**src/rtl/stopwatch_pkg.sv**
```systemverilog
// stopwatch_pkg: shared constants, segment patterns and BCD split for the stopwatch display.
package stopwatch_pkg;
  localparam int NUM_DIGITS = 4;
  localparam logic [1:0] DIG_SEC_ONES = 2'd0;
  localparam logic [1:0] DIG_SEC_TENS = 2'd1;
  localparam logic [1:0] DIG_MIN_ONES = 2'd2;
  localparam logic [1:0] DIG_MIN_TENS = 2'd3;
  localparam logic [5:0] MAX_SEC_MIN = 6'd59;
  localparam logic [3:0] CODE_DASH = 4'hA;
  localparam logic [6:0] SEG_0 = 7'h3F;
  localparam logic [6:0] SEG_1 = 7'h06;
  localparam logic [6:0] SEG_2 = 7'h5B;
  localparam logic [6:0] SEG_3 = 7'h4F;
  localparam logic [6:0] SEG_4 = 7'h66;
  localparam logic [6:0] SEG_5 = 7'h6D;
  localparam logic [6:0] SEG_6 = 7'h7D;
  localparam logic [6:0] SEG_7 = 7'h07;
  localparam logic [6:0] SEG_8 = 7'h7F;
  localparam logic [6:0] SEG_9 = 7'h6F;
  localparam logic [6:0] SEG_DASH = 7'h40;
  localparam logic [6:0] SEG_OFF = 7'h00;
  // {tens, ones}; values above 59 become a dash pair
  function automatic logic [7:0] to_bcd(input logic [5:0] v);
    logic [3:0] t;
    logic [5:0] r;
    t = v >= 6'd50 ? 4'd5 : v >= 6'd40 ? 4'd4 : v >= 6'd30 ? 4'd3 :
        v >= 6'd20 ? 4'd2 : v >= 6'd10 ? 4'd1 : 4'd0;
    r = v - 6'(t) * 6'd10;
    return v > MAX_SEC_MIN ? {CODE_DASH, CODE_DASH} : {t, r[3:0]};
  endfunction
endpackage

```
**src/rtl/stopwatch_display_seven_seg_decoder.sv**
```systemverilog
// seven_seg_decoder: BCD code to active-high {g,f,e,d,c,b,a}; 4'hA is dash, other codes above 9 are dark.
module seven_seg_decoder
  import stopwatch_pkg::*;
(
  input  logic [3:0] code,
  output logic [6:0] seg
);
  always_comb begin
    case (code)
      4'd0:    seg = SEG_0;
      4'd1:    seg = SEG_1;
      4'd2:    seg = SEG_2;
      4'd3:    seg = SEG_3;
      4'd4:    seg = SEG_4;
      4'd5:    seg = SEG_5;
      4'd6:    seg = SEG_6;
      4'd7:    seg = SEG_7;
      4'd8:    seg = SEG_8;
      4'd9:    seg = SEG_9;
      4'hA:    seg = SEG_DASH;
      default: seg = SEG_OFF;
    endcase
  end
endmodule

```
**src/rtl/stopwatch_display.sv**
```systemverilog
// stopwatch_display: shadows MM:SS from the time counter and scans it onto a 4-digit 7-segment display.
module stopwatch_display
  import stopwatch_pkg::*;
#(
  parameter int unsigned REFRESH_DIV = 50000,
  parameter bit SEG_ACTIVE_LOW = 1'b1,
  parameter bit AN_ACTIVE_LOW = 1'b1
) (
  input  logic       clock,
  input  logic       reset,
  input  logic [5:0] minutes,
  input  logic [5:0] seconds,
  input  logic       blank,
  output logic [6:0] segments,
  output logic       dp,
  output logic [3:0] anodes
);
  localparam int CW = $clog2(REFRESH_DIV);
  logic [CW-1:0] refresh_cnt_q, refresh_cnt_d;
  logic [1:0] digit_idx_q, digit_idx_d;
  logic [5:0] shadow_min_q, shadow_min_d, shadow_sec_q, shadow_sec_d;
  logic load_pending_q, load_pending_d;
  logic [6:0] segments_q, segments_d;
  logic dp_q, dp_d;
  logic [3:0] anodes_q, anodes_d;
  logic wrap, load;
  logic [7:0] min_bcd, sec_bcd;
  logic [3:0] code;
  logic [6:0] pat;
  always_comb begin
    wrap = refresh_cnt_q == CW'(REFRESH_DIV - 1);
    load = load_pending_q | (wrap && digit_idx_q == DIG_MIN_TENS);
    refresh_cnt_d = wrap ? '0 : refresh_cnt_q + 1'b1;
    digit_idx_d = wrap ? digit_idx_q + 2'd1 : digit_idx_q;
    shadow_min_d = load ? minutes : shadow_min_q;
    shadow_sec_d = load ? seconds : shadow_sec_q;
    load_pending_d = 1'b0;
    // the post-reset load is shown immediately so the first lit digit already carries live data
    min_bcd = to_bcd(load_pending_q ? minutes : shadow_min_q);
    sec_bcd = to_bcd(load_pending_q ? seconds : shadow_sec_q);
    code = digit_idx_q == DIG_SEC_ONES ? sec_bcd[3:0] :
           digit_idx_q == DIG_SEC_TENS ? sec_bcd[7:4] :
           digit_idx_q == DIG_MIN_ONES ? min_bcd[3:0] : min_bcd[7:4];
  end
  seven_seg_decoder u_dec (.code(code), .seg(pat));
  always_comb begin
    segments_d = (blank ? SEG_OFF : pat) ^ {7{SEG_ACTIVE_LOW}};
    dp_d = (!blank && digit_idx_q == DIG_MIN_ONES) ^ SEG_ACTIVE_LOW;
    anodes_d = (blank ? 4'b0000 : 4'b0001 << digit_idx_q) ^ {4{AN_ACTIVE_LOW}};
  end
  always_ff @(posedge clock) begin
    if (reset) begin
      refresh_cnt_q <= '0;
      digit_idx_q <= '0;
      shadow_min_q <= '0;
      shadow_sec_q <= '0;
      load_pending_q <= 1'b1;
      segments_q <= {7{SEG_ACTIVE_LOW}};
      dp_q <= SEG_ACTIVE_LOW;
      anodes_q <= {4{AN_ACTIVE_LOW}};
    end else begin
      refresh_cnt_q <= refresh_cnt_d;
      digit_idx_q <= digit_idx_d;
      shadow_min_q <= shadow_min_d;
      shadow_sec_q <= shadow_sec_d;
      load_pending_q <= load_pending_d;
      segments_q <= segments_d;
      dp_q <= dp_d;
      anodes_q <= anodes_d;
    end
  end
  assign segments = segments_q;
  assign dp = dp_q;
  assign anodes = anodes_q;
endmodule

```
**config.mk**
```make
export PLATFORM = sky130hd
export DESIGN_NAME = stopwatch_display
export DESIGN_NICKNAME = d
export VERILOG_FILES = /design/src/rtl/stopwatch_pkg.sv /design/src/rtl/stopwatch_display_seven_seg_decoder.sv /design/src/rtl/stopwatch_display.sv
export SDC_FILE = /design/constraint.sdc
export NUM_CORES = 1
export LEC_CHECK = 0
export BUFFER_PORTS_ARGS = -buffer_cell sky130_fd_sc_hd__buf_4
export CORE_AREA = 4 4 82 84
export DETAILED_ROUTE_END_ITERATION = 10
export DIE_AREA = 0 0 86 88
export GPL_TIMING_DRIVEN = 1
export PLACE_DENSITY = 0.69
export REMOVE_ABC_BUFFERS = 1
export SYNTH_ARGS = -nofsm -noshare
export SYNTH_HDL_FRONTEND = slang
export SYNTH_SLANG_ARGS = --single-unit
```
**constraint.sdc**
```tcl
create_clock -name clock -period 3.8 [get_ports clock]
set_clock_uncertainty 0.2 [all_clocks]
set_input_delay 0.38 -clock clock [delete_from_list [all_inputs] [get_ports clock]]
set_output_delay 0.38 -clock clock [all_outputs]
set_load 0.01 [all_outputs]
```
==> results.md <==
* Routed vias at 2162
* Diodes inserted at 0
* CTS Sinks at 42
* Max IR drop VDD at between 0.0002 and 0.00025 V
* Die Wd at roughly 86 um
* Total core area at 5920 um2
* Fin nets at between 300 and 400
* Initial DRT Pass Iterations at 4
* Layout cells sized above 1 at just over 20%
* Post-Synth XOR/XNOR Area at under 10%
* IO buf count at 26
* Adder-Cell Fraction of Synth Area at ~8.2%
* Yosys warnings at 0
* Setup tns final at 0 ns
* Final worst-path cycle share at just over 90%
* Vias in the first global route at 2090
* Reg clk slew, reported paths at ~0.08 ns
* Hold Crit Class: input port to register
* Avg Cell Area, Syn at roughly 9 um2
* First-pass GRT wire length at 9180 um
* Postcts setup bufs at 0
* Kind of critical path: register to register
* Final Util at about half
* # setup viols final at 0
* Worst skew pair latency at around 0.30 ns
* Initial core utilization at between 40% and 50%
* Compound-gate portion of the synthesized area at 14.8%
* Post-synthesis mux area share at a little over an eighth
* Largest family of logic cells by synthesized area: simple AND/OR/NAND/NOR gates
* Post-synth EDFFs at 0
* Synth cell types at 63
* Commonest non-fill, non-tap cell in the layout: dfxtp_1
* Drt initial violations at 86
* Area Growth Syn to Fin at 15.1%
* Via density at approximately 5.4
* Slew Limit Fails at 0
* Maximum buffer depth of the clock tree at 2
* Initial antenna violation count at 0
* Boundary Pins at 27
* Most frequent cells in the layout: dfxtp_1 (41), nor2_1 (40), buf_4 (34), nand2_1 (23), mux2i_1 (18)
* Die area at 7570 um2
* FP Rows at 28
* Design Power at 0.00112 W
* Total Routing Usage GR at between 10% and 20%
* Power Density at 370 nW/um2
* Leak at between 1 and 1.5 nW
* Critical path capture point type: register
* Outcome: completed
* Arrival time at the worst endpoint at 3.50 ns
* CP required at 3.77 ns
* Primary FF master, synth: dfxtp_1
* Routability congestion estimate at between 0.8 and 0.9
* Max H-tree Level at 2
* Number of buffers created by CTS at 5
* Seq/Total Area, Yosys at 32.1%
* Final Hold Fails at 0
* Slew headroom at between 50% and 60%
* Synth async-reset ratio at 0%
* Max Cap Viol at 0
* Simple-Gate Fraction of Synth Area at approximately 22%
* Post-DRT Antenna Nets at 0
* Worst slew pin tran at about 0.63 ns
* CP Max Fanout at 13
* Minimum clock period at 3.53 ns
* Mapped cell area at around 2600 um2
* Largest net degree at the start of global routing at 22
* Crit start category: register
* Unrepaired setup endpoints after global routing: no
* DP HPWL at around 4000 um
* Fmax at ~280 MHz
* Final WL at 5150 um
* Die Ht at between 80 and 90 um
* GRT overflow at 0
* CTS tree: built
* Final hold slack at between 0.1 and 0.15 ns
* DR WL/cell at between 10 and 15 um
* DRC at 0
* Root buffer cell: clkbuf_8
* Gate Count Post-Synth at approximately 290
* Yosys reg bits at 42
cell type report:
cell class / count / area (um2)
Tap cell: 75 / 93.8
Sequential cell: 42 / 842
Multi-Input combinational cell: 225 / 1650
Clock inverter: 3 / 45.0
Timing Repair Buffer: 35 / 267
Clock buffer: 5 / 68.8
Inverter: 13 / 48.8
Fill cell: 577 / 2910
logic make-up after synthesis:
kind of cell	Yosys count
xor+xnor	15
flops	42
simple gates	115
buf+inv	24
fa+ha+maj	16
compound gates	50
mux	29
flip-flops by register name, indices dropped and copies added, names as in the netlist:
register,flops
shadow_min_q,6
refresh_cnt_q,16
anodes,4
load_pending_q,1
digit_idx_q,2
segments,7
shadow_sec_q,6
layer usage:
layer	wire length, um	track usage, %
met2	2440	25.6
met1	2290	17.5
met3	281	3.48
met5	0	0
met4	142	7.19
power breakdown:
group,internal (W),total [W],leakage [nW],switching (W)
Clock,0.000195,0.000356,0.0504,0.000160
Sequential,0.000466,0.000480,0.344,0.0000136
Combinational,0.000129,0.000281,0.837,0.000152
Total,0.000791,0.00112,1.23,0.000326
critical path: stages, from the launching register on:
cell and delay, ns:
dfxtp_2 0.38, buf_6 0.19, mux2_2 0.41, a21oi_1 0.16, o221ai_1 0.12, o2bb2ai_1 0.19
ha_1 0.17, inv_1 0.05, fa_1 0.39, and3_1 0.16, a32oi_1 0.24, nand3_2 0.19
nor4_1 0.43, a211oi_1 0.10
Yosys cell counts (6+ instances only):
library cell   n  share of area (%)
nand2_1       23                3.3
nor2_1        40                5.7
and3_1         6                1.4
ha_1          13                6.2
inv_1         12                1.7
a21oi_1        9                1.7
dfxtp_1       42                 32
nand4_1       10                2.4
xnor2_1        7                2.3
nand3_1       10                1.9
mux2i_1       18                6.9
o21ai_0        6                1.1
xor2_1         8                2.7
what timing repair did:
action	in CTS	in global routing
setup endpoints to repair	0	7
endpoints found under the hold margin	0	0
gates resized for setup	0	2
hold buffers	0	0
worst paths after layout:
check	startpoint	to	slack, ns	cells after the start
setup / recovery	load_pending_q	segments[5]	0.27	13
hold / removal	seconds[1]	shadow_sec_q[1]	0.12	3
setup reg to reg	load_pending_q	segments[5]	0.27	13
hold reg to reg	refresh_cnt_q[0]	refresh_cnt_q[0]	0.27	1
through the flow:
step	instances	worst slack, ns	instance area [um2]
final	398	0.269	3020
after global placement	390	0.234	2900
after CTS	398	0.159	3010
after floorplan	280	-0.213	2540
after global routing	398	0.0325	3020
after detailed placement	390	0.185	2900
Note: power is estimated with default switching activity, not from simulation.
